<file path="src/rtl/multicycle_ctrl_pkg.sv">
// Shared encodings for the multicycle RV32I control path: opcodes, ALU codes,
// sequencer states, fault codes and the write-back / next-PC select values.
package multicycle_ctrl_pkg;

  // RV32I major opcodes
  localparam logic [6:0] OPC_LUI    = 7'b0110111;
  localparam logic [6:0] OPC_AUIPC  = 7'b0010111;
  localparam logic [6:0] OPC_JAL    = 7'b1101111;
  localparam logic [6:0] OPC_JALR   = 7'b1100111;
  localparam logic [6:0] OPC_BRANCH = 7'b1100011;
  localparam logic [6:0] OPC_LOAD   = 7'b0000011;
  localparam logic [6:0] OPC_STORE  = 7'b0100011;
  localparam logic [6:0] OPC_OPIMM  = 7'b0010011;
  localparam logic [6:0] OPC_OP     = 7'b0110011;

  // Decoded ALU operations; ALU_NOP marks an instruction the decoder rejected
  localparam int unsigned ALU_W = 6;
  localparam logic [ALU_W-1:0] ALU_NOP  = 6'h00;
  localparam logic [ALU_W-1:0] ALU_ADD  = 6'h01;
  localparam logic [ALU_W-1:0] ALU_SUB  = 6'h02;
  localparam logic [ALU_W-1:0] ALU_SLL  = 6'h03;
  localparam logic [ALU_W-1:0] ALU_SLT  = 6'h04;
  localparam logic [ALU_W-1:0] ALU_SLTU = 6'h05;
  localparam logic [ALU_W-1:0] ALU_XOR  = 6'h06;
  localparam logic [ALU_W-1:0] ALU_SRL  = 6'h07;
  localparam logic [ALU_W-1:0] ALU_SRA  = 6'h08;
  localparam logic [ALU_W-1:0] ALU_OR   = 6'h09;
  localparam logic [ALU_W-1:0] ALU_AND  = 6'h0A;
  localparam logic [ALU_W-1:0] ALU_BEQ  = 6'h10;
  localparam logic [ALU_W-1:0] ALU_BNE  = 6'h11;
  localparam logic [ALU_W-1:0] ALU_BLT  = 6'h12;
  localparam logic [ALU_W-1:0] ALU_BGE  = 6'h13;
  localparam logic [ALU_W-1:0] ALU_BLTU = 6'h14;
  localparam logic [ALU_W-1:0] ALU_BGEU = 6'h15;
  localparam logic [ALU_W-1:0] ALU_LUI  = 6'h16;

  // Sequencer states
  typedef enum logic [2:0] {
    CTRL_FETCH  = 3'd0,
    CTRL_DECODE = 3'd1,
    CTRL_EXEC   = 3'd2,
    CTRL_MEM    = 3'd3,
    CTRL_WB     = 3'd4,
    CTRL_HALT   = 3'd5
  } ctrl_state_e;

  // Latched fault cause, visible once the sequencer halts
  typedef enum logic [1:0] {
    FAULT_NONE         = 2'd0,
    FAULT_ILLEGAL      = 2'd1,
    FAULT_IMEM_TIMEOUT = 2'd2,
    FAULT_DMEM_TIMEOUT = 2'd3
  } fault_e;

  // Write-back source and next-PC source selects
  localparam logic [1:0] WB_SEL_ALU    = 2'd0;
  localparam logic [1:0] WB_SEL_MEM    = 2'd1;
  localparam logic [1:0] WB_SEL_PC4    = 2'd2;
  localparam logic [1:0] PC_SEL_PC4    = 2'd0;
  localparam logic [1:0] PC_SEL_TARGET = 2'd1;
  localparam logic [1:0] PC_SEL_JALR   = 2'd2;

  // Decoder "no memory access" markers
  localparam logic [1:0] MEM_STORE_NONE = 2'b11;
  localparam logic [2:0] MEM_LOAD_NONE  = 3'b111;

  // Strobes asserted together during the write-back cycle
  typedef struct packed {
    logic       rf_we;
    logic [1:0] wb_sel;
    logic [1:0] pc_sel;
  } wb_ctrl_t;

  // Wait counter is at least 8 bits and always wide enough for the timeout
  function automatic int unsigned timer_width(input int unsigned limit);
    return ($clog2(limit + 1) > 8) ? $clog2(limit + 1) : 8;
  endfunction

endpackage

</file>
<file path="src/rtl/multicycle_ctrl_wait_timer.sv">
// Memory wait timer shared by the fetch and data-access handshakes.
// expired fires in the waiting cycle whose count step would reach LIMIT, so a
// ready arriving in that same cycle (which suppresses en) still wins.
module wait_timer #(
  parameter int unsigned W     = 8,
  parameter int unsigned LIMIT = 255
) (
  input  logic clk,
  input  logic rst_n,
  input  logic clr_i,
  input  logic cnt_en_i,
  output logic expired_o
);

  localparam logic [W-1:0] LAST = W'(LIMIT - 1);

  logic [W-1:0] cnt_q;

  // Count cycles spent waiting on a pending request; idle periods clear it
  always_ff @(posedge clk or negedge rst_n) begin
    // NOTE: clocked state uses non-blocking assignments so every register samples pre-edge values.
    if (!rst_n) begin
      cnt_q <= '0;
    end else if (clr_i) begin
      cnt_q <= '0;
    end else if (cnt_en_i) begin
      cnt_q <= cnt_q + W'(1);
    end
  end

  assign expired_o = cnt_en_i && (cnt_q == LAST);

endmodule

</file>
<file path="src/rtl/multicycle_ctrl.sv">
// Multicycle sequencer for the RV32I core: FETCH -> DECODE -> EXEC -> [MEM] ->
// WB, with memory-handshake timeouts, an illegal-instruction halt, a retired
// instruction counter and a latched fault code. Every output comes from
// registered state except ir_we, which tracks imem_ready during a fetch.
module multicycle_ctrl
  import multicycle_ctrl_pkg::*;
#(
  parameter int unsigned MEM_TIMEOUT = 255,
  parameter int unsigned CNT_W       = 32
) (
  input  logic             clk,
  input  logic             rst_n,
  input  logic             run,
  output logic             imem_req,
  input  logic             imem_ready,
  output logic             ir_we,
  input  logic             dec_reg_write,
  input  logic             dec_jal,
  input  logic             dec_jalr,
  input  logic             dec_branch,
  input  logic [1:0]       dec_mem_store,
  input  logic [2:0]       dec_mem_load,
  input  logic [5:0]       dec_alu_code,
  input  logic             br_taken,
  output logic             dmem_req,
  output logic             dmem_we,
  input  logic             dmem_ready,
  output logic             rf_we,
  output logic [1:0]       wb_sel,
  output logic             pc_we,
  output logic [1:0]       pc_sel,
  output logic             halted,
  output logic [1:0]       fault,
  output logic [CNT_W-1:0] instret
);

  localparam int unsigned TIMER_W = timer_width(MEM_TIMEOUT);

  ctrl_state_e      state_q;
  logic             imem_req_q;
  logic             dmem_req_q;
  logic             dmem_we_q;
  logic             br_taken_q;
  logic             pc_we_q;
  wb_ctrl_t         wb_q;
  fault_e           fault_q;
  logic [CNT_W-1:0] instret_q;

  logic     is_load;
  logic     is_store;
  logic     mem_access;
  logic     taken_d;
  logic     wb_entry;
  logic     wait_clr;
  logic     wait_en;
  logic     wait_expired;
  wb_ctrl_t wb_ctrl_d;

  // Decode the write-back controls and handshake helpers for the next edge
  always_comb begin
    // NOTE: every always_comb output gets a default first so no path can infer a latch.
    is_load    = (dec_mem_load != MEM_LOAD_NONE);
    is_store   = (dec_mem_store != MEM_STORE_NONE);
    mem_access = is_load || is_store;
    // Going straight EXEC -> WB uses the live flag; after MEM use the copy taken in EXEC
    taken_d    = (state_q == CTRL_EXEC) ? br_taken : br_taken_q;

    wb_ctrl_d        = '0;
    wb_ctrl_d.rf_we  = dec_reg_write;
    if (dec_jal || dec_jalr) begin
      wb_ctrl_d.wb_sel = WB_SEL_PC4;
    end else if (is_load) begin
      wb_ctrl_d.wb_sel = WB_SEL_MEM;
    end
    if (dec_jalr) begin
      wb_ctrl_d.pc_sel = PC_SEL_JALR;
    end else if (dec_jal || (dec_branch && taken_d)) begin
      wb_ctrl_d.pc_sel = PC_SEL_TARGET;
    end

    wb_entry = ((state_q == CTRL_EXEC) && !mem_access) ||
               ((state_q == CTRL_MEM) && dmem_ready);

    wait_clr = !(imem_req_q || dmem_req_q);
    wait_en  = (imem_req_q && !imem_ready) || (dmem_req_q && !dmem_ready);
  end

  wait_timer #(
    .W     (TIMER_W),
    .LIMIT (MEM_TIMEOUT)
  ) u_wait_timer (
    .clk       (clk),
    .rst_n     (rst_n),
    .clr_i     (wait_clr),
    .cnt_en_i  (wait_en),
    .expired_o (wait_expired)
  );

  // Sequencer: state, memory requests, write-back strobes, fault and instret
  always_ff @(posedge clk or negedge rst_n) begin
    if (!rst_n) begin
      state_q    <= CTRL_FETCH;
      imem_req_q <= 1'b0;
      dmem_req_q <= 1'b0;
      dmem_we_q  <= 1'b0;
      br_taken_q <= 1'b0;
      pc_we_q    <= 1'b0;
      wb_q       <= '0;
      fault_q    <= FAULT_NONE;
      instret_q  <= '0;
    end else begin
      // Write-back strobes are single-cycle pulses
      pc_we_q <= 1'b0;
      wb_q    <= '0;

      case (state_q)
        CTRL_FETCH: begin
          if (!imem_req_q) begin
            imem_req_q <= run;
          end else if (imem_ready) begin
            imem_req_q <= 1'b0;
            state_q    <= CTRL_DECODE;
          end else if (wait_expired) begin
            imem_req_q <= 1'b0;
            fault_q    <= FAULT_IMEM_TIMEOUT;
            state_q    <= CTRL_HALT;
          end
        end

        CTRL_DECODE: begin
          if (dec_alu_code == ALU_NOP) begin
            fault_q <= FAULT_ILLEGAL;
            state_q <= CTRL_HALT;
          end else begin
            state_q <= CTRL_EXEC;
          end
        end

        CTRL_EXEC: begin
          br_taken_q <= br_taken;
          if (mem_access) begin
            dmem_req_q <= 1'b1;
            dmem_we_q  <= is_store;
            state_q    <= CTRL_MEM;
          end else begin
            state_q <= CTRL_WB;
          end
        end

        CTRL_MEM: begin
          if (dmem_ready) begin
            dmem_req_q <= 1'b0;
            dmem_we_q  <= 1'b0;
            state_q    <= CTRL_WB;
          end else if (wait_expired) begin
            dmem_req_q <= 1'b0;
            dmem_we_q  <= 1'b0;
            fault_q    <= FAULT_DMEM_TIMEOUT;
            state_q    <= CTRL_HALT;
          end
        end

        CTRL_WB: begin
          instret_q <= instret_q + CNT_W'(1);
          state_q   <= CTRL_FETCH;
        end

        CTRL_HALT: begin
          state_q <= CTRL_HALT;
        end

        default: begin
          state_q <= CTRL_HALT;
        end
      endcase

      if (wb_entry) begin
        pc_we_q <= 1'b1;
        wb_q    <= wb_ctrl_d;
      end
    end
  end

  assign imem_req = imem_req_q;
  assign ir_we    = (state_q == CTRL_FETCH) && imem_req_q && imem_ready;
  assign dmem_req = dmem_req_q;
  assign dmem_we  = dmem_we_q;
  assign rf_we    = wb_q.rf_we;
  assign wb_sel   = wb_q.wb_sel;
  assign pc_sel   = wb_q.pc_sel;
  assign pc_we    = pc_we_q;
  assign halted   = (state_q == CTRL_HALT);
  assign fault    = fault_q;
  assign instret  = instret_q;

endmodule
</file>
<file path="config.mk">
export PLATFORM = sky130hd
export DESIGN_NAME = multicycle_ctrl
export DESIGN_NICKNAME = d
export VERILOG_FILES = /design/src/rtl/multicycle_ctrl_pkg.sv /design/src/rtl/multicycle_ctrl_wait_timer.sv /design/src/rtl/multicycle_ctrl.sv
export SDC_FILE = /design/constraint.sdc
export NUM_CORES = 1
export LEC_CHECK = 0
export CORE_MARGIN = 4
export CORE_UTILIZATION = 49
export CTS_BUF_LIST = sky130_fd_sc_hd__clkbuf_8 sky130_fd_sc_hd__clkbuf_16
export CTS_CLUSTER_SIZE = 8
export DETAILED_ROUTE_END_ITERATION = 10
export PLACE_DENSITY = 0.77
export RECOVER_POWER = 50
export SLEW_MARGIN = 20
export SYNTH_ARGS = -nofsm -noshare
export SYNTH_HDL_FRONTEND = slang
export SYNTH_SLANG_ARGS = --single-unit
</file>
<file path="constraint.sdc">
create_clock -name clk -period 2.2 [get_ports clk]
set_input_delay 0.44 -clock clk [delete_from_list [all_inputs] [get_ports clk]]
set_output_delay 0.44 -clock clk [all_outputs]
set_load 0.1 [all_outputs]
</file>
== After elaboration in Yosys (flattened, before gate mapping) ==
Cells that the tools add are included.

* Add/subtract/negate cells: 2
* Multiply operators: 0
* Divide/modulo/power cells: 0
* Order comparisons: 0
* Equality and inequality tests: 17
* Shift-type cells: 0
* Mux-type cells: 32
* Bitwise logic cells: 0
* Reductions and logical operators: 23

{| class="wikitable"
|+ Operators by type and width
! operator !! number
|-
| $add A32 B1 Y32 const B || 1
|-
| $mux W3 || 6
|-
| $mux W2 || 8
|-
| $mux W8 || 2
|-
| $pmux W3 S5 || 1
|-
| $ne A2 B2 Y1 const B || 6
|-
| $mux W1 || 11
|-
| $add A8 B1 Y8 const B || 1
|-
| $eq A8 B8 Y1 const B || 1
|-
| $logic_and A1 B1 Y1 || 8
|-
| $reduce_and A7 Y1 || 1
|-
| $eq A3 B2 Y1 const B || 2
|-
| $eq A3 B3 Y1 const B || 2
|-
| $logic_not A6 Y1 || 1
|-
| $logic_or A1 B1 Y1 || 6
|-
| $ne A2 B1 Y1 const B || 3
|-
| $pmux W2 S3 || 1
|-
| $mux W5 || 1
|-
| $pmux W1 S2 || 2
|-
| $eq A3 B1 Y1 const B || 1
|-
| $logic_not A1 Y1 || 3
|-
| $logic_not A3 Y1 || 1
|-
| $ne A3 B2 Y1 const B || 1
|-
| $ne A3 B3 Y1 const B || 1
|-
| other kinds (3) || 3
|}

* Flip-flop bits (word level): 55
* Bits in latches: 0
* Memory bits (writable): 0
* ROM bits: 0
* Input bits: 21
* Word-level logic and storage cells: 86
* Memories kept: 0

== Longest topological paths before layout ==
Gate-level depths: netlist of the first run.

* Word-level depth: 8
* Depth in mapped cells: 7
* Depth with buffers taken out: 7

== By module ==
A second synthesis of the first run with hierarchy kept.

* Cells, all modules: 258
* Area total of the unflattened synthesis: 2737.6 sq um

{| class="wikitable"
|+ Modules (own cells, without submodules)
! module !! times used !! cells each !! area each (sq um)
|-
| multicycle_ctrl || 1 || 217 || 2326.0
|-
| wait_timer || 1 || 41 || 411.6
|}

== Worst setup path before layout of the first run ==
Ideal clock, no wire load.

* Kind: register to output
* Start point: reg state_q[1]
* End point: out halted
* Arrival time: 2.923 ns
* Required time: 1.760 ns
* Path slack: -1.163 ns
* Stages on the path, launching flop included: 4
* Cell sequence: dfrtp_1 buf_2 clkbuf_1 nor3b_1

* Word-level cells in the longest chain between the ends: 1

{| class="wikitable"
|+ RTL lines
! what !! RTL line !! source
|-
| from (decl) || multicycle_ctrl.sv:39 || <nowiki>ctrl_state_e state_q;</nowiki>
|-
| from (signal assigned) || multicycle_ctrl.sv:102 || <nowiki>state_q <= CTRL_FETCH;</nowiki>
|-
| from (signal assigned) || multicycle_ctrl.sv:122 || <nowiki>state_q <= CTRL_DECODE;</nowiki>
|-
| from (signal assigned) || multicycle_ctrl.sv:126 || <nowiki>state_q <= CTRL_HALT;</nowiki>
|-
| $eq A3 B3 Y1 || multicycle_ctrl.sv:192 || <nowiki>assign halted = (state_q == CTRL_HALT);</nowiki>
|-
| to (decl) || multicycle_ctrl.sv:32 || <nowiki>output logic halted,</nowiki>
|}

Every way passes these cells.

== Worst setup path in the final report of the first run ==
* Start point: reg state_q[0]
* End point: out halted

Same word-level chain as after synthesis.

==> results.md, run 1 <==
| Parameter | Reported | Unit |
|---|---|---|
| Area added between synthesis and finish | 30.1 | % |
| Final slew viol count | 0 | - |
| Clock period minus final worst setup slack | 2.02 | ns |
| Die boundary height | 81.6 | um |
| Netlist Area Pre-Place | 2650 | um^2 |
| Sink Count | 55 | - |
| Endpoint arrival time on the critical path | 1.58 | ns |
| Overall die area | 6650 | um^2 |
| Drt total wl | 5.65 | mm |
| Overall Power | 3.57 | mW |
| Largest driver fanout on the critical path | 14 | - |
| Total placed instance area | 3410 | um^2 |
| Kind of capture point of the worst setup path | primary output | - |
| Multiplexer fraction of the synthesized cell area | 1.60 | % |
| Clk buf depth | 2 | - |
| Post-synthesis average cell area | 10.4 | um^2 |
| Number of antenna repair diodes | 0 | - |
| Gates resized, CTS repair | 0 | - |
| Final count of negative-setup-slack endpoints | 0 | - |
| Worst ir drop on vdd | 0.864 | mV |
| Half-perimeter wire length after placement | 4.35 | mm |
| Count of input and output buffers | 65 | - |
| Detailed-route wire length per cell | 13.9 | um |
| Number of remaining DRC errors | 0 | - |
| Detailed-router iteration count before antenna repair | 4 | - |
| Number of instances in the synthesized netlist | 256 | - |
| Number of global-route vias before repair | 2122 | - |
| Post-CTS setup buffer count | 0 | - |
| Effective utilization at floorplan | 51.3 | % |
| Horizontal die dimension | 81.6 | um |
| Leakage | 1.55 | nW |
| Clock Latency Late Sink | 0.30 | ns |
| Gpl congestion | 0.862 | - |
| Required time at the worst-slack endpoint | 1.76 | ns |
| Post-Place Setup Slack | 0.0842 | ns |
| Pin slew with the least headroom to its limit | 1.30 | ns |
| XOR/XNOR Fraction of Synth Area | 11.6 | % |
| Detailed-route vias per instance | 5.38 | - |
| Kind of launch point of the worst setup path | flip-flop | - |
| Max Cap Violations | 0 | - |
| Summed area of non-filler cells in the final layout | 3450 | um^2 |
| Post-Route Setup TNS | 0 | ns |
| Final critical-path setup slack | 0.183 | ns |
| Nets | 359 | - |
| First-pass GRT wire length | 9.74 | mm |
| Synthesis-stage register bit count | 55 | - |
| Largest family of logic cells by synthesized area | simple AND/OR/NAND/NOR gates | - |
| Max-Slew Margin vs Limit | 13.5 | % |
| Number of top-level design ports | 66 | - |
| Simple-gate share of the synthesized area | 23.6 | % |
| Clock-pin slew on the worst setup and hold paths | 0.09 | ns |
| Unrepaired setup endpoints after global routing | no | - |
| Critical path class | flip-flop to primary output | - |
| Number of distinct standard cells referenced by the synthesized netlist | 41 | - |
| Hold Fails Final Rpt | 0 | - |
| Core region area | 5170 | um^2 |
| Worst min-delay path category | input port to asynchronous set/reset pin | - |
| Root Buffer Master | clkbuf_8 | - |
| Met2 wirelength from detailed routing | 2.73 | mm |
| Clock skew after layout | 0.00521 | ns |
| Sequential area share after synthesis | 51.9 | % |
| CTS buffer count | 5 | - |
| Metal-1 WL | 2.52 | mm |
| Antenna violations before repair | 0 | - |
| Gr ovfl total | 0 | - |
| Total number of vias | 2185 | - |
| Peak clock frequency supported by timing | 496 | MHz |
| YS warnings | 0 | - |
| Wire length on met3 | 328 | um |
| CTS H-tree lvls | 2 | - |
| Number of rows in the core area | 26 | - |
| Largest net degree at the start of global routing | 33 | - |
| Arithmetic-cell share of the synthesized area counting full adders, half adders and majority gates | 1.42 | % |
| Number of nets with antenna violations after routing | 0 | - |
| Net Count, Synth | 280 | - |
| Power density over the cells | 1040 | nW/um^2 |
| Result of the run | complete, no violations | - |
| Post-CTS Hold Fix Bufs | 0 | - |
| Clock tree from TritonCTS | done | - |
| Setup slack of the worst register-to-register path | 0.33 | ns |
| Total global-route track usage | 18.7 | % |
| Share of layout cells above drive strength 1 | 29.2 | % |
| Highest routing layer actually used | met4 | - |
| WHS | 0.401 | ns |
| Iteration-0 DRC Markers | 72 | - |
| Synth Area in Compound Gates | 7.93 | % |
| Portion of the clock cycle consumed by the worst path in the final layout | 91.7 | % |
==> metal layers <==
metal / track usage [%] / up-vias
met5: 0 / -
met4: 5.74 / 0
met3: 3.29 / 8
met2: 31.2 / 63
met1: 24.8 / 1049
li1: - / 1065
==> power breakdown <==
group	leakage (nW)	switching (mW)	total [mW]	internal, mW
Combinational	0.811	1.11	1.63	0.514
Clock	0.0453	0.319	0.537	0.219
Sequential	0.698	0.229	1.41	1.18
==> cell usage in the layout, fill, tap and decap left out, types with 5 or more instances in the layout <==
cell type / count
dfrtp_1: 33
clkbuf_2: 14
inv_1: 8
xnor2_1: 24
dfrtp_2: 22
nand2_1: 23
and3_1: 7
nand3_1: 18
clkdlybuf4s50_1: 18
clkbuf_8: 5
and4_1: 5
clkbuf_1: 5
nor2_1: 16
xor2_1: 11
o21ai_0: 8
buf_4: 37
a21oi_1: 12
nand4_1: 9
==> cells by family after synthesis <==
| group | count (synthesis) |
|---|---|
| adder cells (fa/ha/maj) | 3 |
| buffers and inverters | 13 |
| multiplexers | 4 |
| AND/OR/NAND/NOR | 111 |
| flip-flops | 55 |
| XOR/XNOR | 35 |
| AO/OA/AOI/OAI | 35 |
==> sequential cells by signal (all words and copies together), names as in the netlist <==
signal              cells
br_taken_q              1
dmem_req                1
dmem_we                 1
fault                   2
imem_req                1
instret                32
pc_sel                  2
pc_we                   1
rf_we                   1
state_q                 3
u_wait_timer.cnt_q      8
wb_sel                  2
==> worst max-delay path, cell delays in order (launching register included) <==
cell and delay (ns):
dfrtp_1 0.65, inv_1 0.13, nor3b_2 0.28, buf_12 0.21
==> synthesized netlist by cell type <==
cell type	number	area (um^2)
or3_1	3	18.8
nor3b_1	2	15.0
and4_1	5	43.8
o21bai_1	1	7.51
and2b_4	1	10.0
a31oi_1	3	18.8
or3_4	1	11.3
o22ai_1	4	25.0
o21ai_0	8	40.0
xor2_1	11	96.3
or4b_1	2	20.0
and3_2	2	15.0
nor4_1	2	12.5
nor2_2	3	18.8
nor2b_1	3	18.8
and4_2	1	10.0
xnor2_1	24	210
o31a_1	1	8.76
a221oi_1	2	17.5
ha_1	3	37.5
a22oi_1	1	7.51
nor2_1	16	60.1
a21oi_1	12	60.1
o32a_1	1	10.0
nand2_1	23	86.3
clkbuf_1	3	11.3
nand4_2	1	12.5
nand4_1	9	56.3
and2_1	1	6.26
mux2_2	2	22.5
and3_1	8	50.1
nand3_1	18	90.1
buf_2	3	15.0
or2_2	1	6.26
nor3b_4	1	18.8
a211oi_1	2	15.0
nand2b_1	4	25.0
nor3_1	4	20.0
dfrtp_1	55	1380
inv_1	7	26.3
mux2i_1	2	20.0
==> cell type report <==
| class | count | area, um^2 |
|---|---|---|
| clock buffers | 5 | 68.8 |
| clock inverters | 3 | 16.3 |
| fillers | 426 | 1720 |
| inverters | 7 | 26.3 |
| multi-input cells | 188 | 1230 |
| flip-flops and latches | 55 | 1400 |
| well taps | 70 | 87.6 |
| repair buffers | 78 | 617 |
==> stage by stage <==
step                cells  util, %
finish                406     66.7
global route          406     66.7
CTS                   406     67.7
detailed placement    398     66.0
global placement      398     66.0
floorplan             256        -
==> worst paths after layout <==
path                                         start                      end  cells after the start
setup / recovery            state_q[0]$_DFFE_PN0N_                   halted                      3
hold / removal                               rst_n          pc_we$_DFF_PN0_                      1
setup reg to reg           instret[12]$_DFFE_PN0N_  instret[30]$_DFFE_PN0N_                      5
hold reg to reg            instret[22]$_DFFE_PN0N_  instret[22]$_DFFE_PN0N_                      1
max in group asynchronous                    rst_n     imem_req$_DFFE_PN0N_                      1
min in group clk           instret[22]$_DFFE_PN0N_  instret[22]$_DFFE_PN0N_                      1
Power figures use the tool's default switching activity.
==> run 2: changes to the inputs <==
- PLACE_DENSITY: 0.77 -> 0.76
- SYNTH_HIERARCHICAL: not set -> 1
==> results.md, run 2 <==
| Parameter | Reported | Unit |
|---|---|---|
| Overall Power | 3.73 | mW |
| Horizontal die dimension | 82.7 | um |
| Nets | 352 | - |
| Count of input and output buffers | 65 | - |
| Cell with the largest stage delay on the worst path | dfrtp_1 | - |
| Antenna violations before repair | 0 | - |
| Kind of launch point of the worst setup path | flip-flop | - |
| CP delay by family, top | simple AND/OR/NAND/NOR gates | - |
| Number of remaining DRC errors | 0 | - |
| Post-synth top area share | 50.3 | % |
| Max Cap Violations | 0 | - |
| Async set-reset flop share out of synthesis | 100 | % |
| Critical Path Stages | 3 | - |
| Largest driver fanout on the critical path | 8 | - |
| Synthesis-stage register bit count | 55 | - |
| Total number of vias | 2185 | - |
| Netlist Area Pre-Place | 2740 | um^2 |
| Final count of negative-setup-slack endpoints | 0 | - |
| Sequential area share after synthesis | 50.3 | % |
| Clock period minus final worst setup slack | 2.05 | ns |
| Post-CTS setup buffer count | 0 | - |
| Detailed-router iteration count before antenna repair | 4 | - |
| Crit path buffers/inverters | 1 | - |
| Core region area | 5270 | um^2 |
| Total global-route track usage | 18.1 | % |
| Max-Slew Margin vs Limit | 9.77 | % |
| Overall die area | 6850 | um^2 |
| Hold Fails Final Rpt | 0 | - |
| Detailed-route wire length per cell | 14.4 | um |
| Number of instances in the synthesized netlist | 258 | - |
| Half-perimeter wire length after placement | 4.27 | mm |
| Detailed-route vias per instance | 5.48 | - |
| Portion of the clock cycle consumed by the worst path in the final layout | 93.4 | % |
| Clock skew after layout | 0.00994 | ns |
| Chain of cells forming the critical path | nor3_1 -> and3_1 -> buf_12 | - |
| CTS H-tree lvls | 2 | - |
| Kind of capture point of the worst setup path | primary output | - |
| Gpl congestion | 0.766 | - |
| Drt total wl | 5.75 | mm |
| Clk buf depth | 2 | - |
| Share of layout cells above drive strength 1 | 21.0 | % |
| Post-Route Setup TNS | 0 | ns |
| Number of top-level design ports | 66 | - |
| Worst min-delay path category | input port to asynchronous set/reset pin | - |
| CTS buffer count | 5 | - |
| Most common cell in the synthesized netlist | dfrtp_1 | - |
| Pin slew with the least headroom to its limit | 1.35 | ns |
| Final slew viol count | 0 | - |
| Iteration-0 DRC Markers | 96 | - |
| Leakage | 1.58 | nW |
| Sink Count | 55 | - |
| Number of nets with antenna violations after routing | 0 | - |
| Number of cell instances on the worst register-to-register path | 8 | - |
| Root Buffer Master | clkbuf_8 | - |
| Endpoint arrival time on the critical path | 1.61 | ns |
| FF+latch area | 1380 | um^2 |
| WHS | 0.412 | ns |
| Area added between synthesis and finish | 27.6 | % |
| Largest net degree at the start of global routing | 33 | - |
| Post-CTS Hold Fix Bufs | 0 | - |
| Leading post-synthesis cells by cell area | dfrtp_1, xnor2_1, nand4_1, xor2_1, nand2_1 | - |
| Net Count, Synth | 282 | - |
| Commonest non-fill, non-tap cell in the layout | dfrtp_1 | - |
| Number of distinct standard cells referenced by the synthesized netlist | 45 | - |
| Clock tree from TritonCTS | done | - |
| Effective utilization at floorplan | 51.9 | % |
| Peak clock frequency supported by timing | 487 | MHz |
| YS warnings | 6 | - |
| Commonest cells after routing, fill and taps aside | dfrtp_1, buf_4, xnor2_1, nand4_1, clkdlybuf4s50_1 | - |
| First-pass GRT wire length | 9.71 | mm |
| Number of enable-type register cells in the synthesized netlist | 0 | - |
| Number of rows in the core area | 26 | - |
| Clock-pin slew on the worst setup and hold paths | 0.10 | ns |
| Ranking of synthesized cells by instance count | dfrtp_1, xnor2_1, nand4_1, nand2_1, nor2_1 | - |
| Number of antenna repair diodes | 0 | - |
| Die boundary height | 82.7 | um |
| Post-synthesis average cell area | 10.6 | um^2 |
| Gates resized, CTS repair | 0 | - |
| Critical path class | flip-flop to primary output | - |
| Fillcell total | 440 | - |
| Total area of multi-input combinational cells | 1250 | um^2 |
| Clock Latency Late Sink | 0.31 | ns |
| Unrepaired setup endpoints after global routing | no | - |
| Main flop type after synthesis | dfrtp_1 | - |
| Number of global-route vias before repair | 2094 | - |
| Cell type with the highest aggregate area in the netlist | dfrtp_1 | - |
| Power density over the cells | 1070 | nW/um^2 |
| Required time at the worst-slack endpoint | 1.76 | ns |
| Flip-flop count of the largest register after layout | 32 | - |
| CP max stage delay | 0.51 | ns |
| Gr ovfl total | 0 | - |
| Result of the run | complete, no violations | - |
| Worst ir drop on vdd | 0.962 | mV |
==> run 2: path summary, 6_finish.rpt <==
path,startpoint,end,slack (ns)
setup / recovery,state_q[0]$_DFFE_PN0N_,ir_we,0.15
hold / removal,rst_n,instret[10]$_DFFE_PN0N_,0.41
setup reg to reg,imem_req$_DFFE_PN0N_,fault[0]$_DFFE_PN0P_,0.32
hold reg to reg,instret[31]$_DFFE_PN0N_,instret[31]$_DFFE_PN0N_,0.48
max in group asynchronous,rst_n,dmem_req$_DFFE_PN0P_,0.82
min in group clk,instret[31]$_DFFE_PN0N_,instret[31]$_DFFE_PN0N_,0.48
==> run 2: power breakdown <==
part / switching, mW / internal, mW / leakage, nW
clock network: 0.333 / 0.454 / 0.0644
logic: 1.12 / 0.442 / 0.784
registers: 0.205 / 1.17 / 0.732
total: 1.66 / 2.06 / 1.58
==> run 2: cell families after synthesis <==
| kind of cell | share of synthesized area (%) |
|---|---|
| simple gates | 24.9 |
| compound gates | 7.31 |
| xor+xnor | 11.2 |
| fa+ha+maj | 1.37 |
| mux | 0.823 |
| flops | 50.3 |
| buf+inv | 4.11 |
==> run 2: worst reg2reg max path, stage by stage, from the launching register on <==
cell and delay [ns]:
dfrtp_4 0.46, inv_1 0.07, o22ai_1 0.19, nand4_1 0.11
nor2_1 0.13, nor4bb_1 0.32, nor3_1 0.13, a211oi_1 0.25
o22a_1 0.18
==> run 2: layout make-up <==
| class | instances | share of cell area, % |
|---|---|---|
| tap | 70 | 2.51 |
| sequential | 55 | 39.6 |
| clock buffer | 5 | 1.97 |
| clock inverter | 3 | 1.93 |
| multi-input combinational | 182 | 35.8 |
| inverter | 9 | 0.967 |
| timing repair buffer | 75 | 17.2 |
==> run 2: through the flow <==
step           util (%)  cells  worst slack, ns  instance area, um^2
2_1_floorplan         -    258         0.000202                 2750
3_3_place_gp       64.5    391           0.0581                 3400
3_5_place_dp       64.5    391          -0.0547                 3400
4_1_cts            67.1    399            0.131                 3540
5_1_grt            66.3    399           0.0515                 3490
6_report           66.3    399            0.146                 3490
==> run 2: routing by layer <==
metal / track usage, % / up-vias / routed length, um / part of all wire [%]
met4: 4.41 / 0 / 42 / 0.73
met1: 24.2 / 1069 / 2610 / 45
met3: 3.36 / 4 / 328 / 5.7
met2: 30.4 / 56 / 2770 / 48
met5: 0 / - / 0 / 0
li1: - / 1056 / - / -
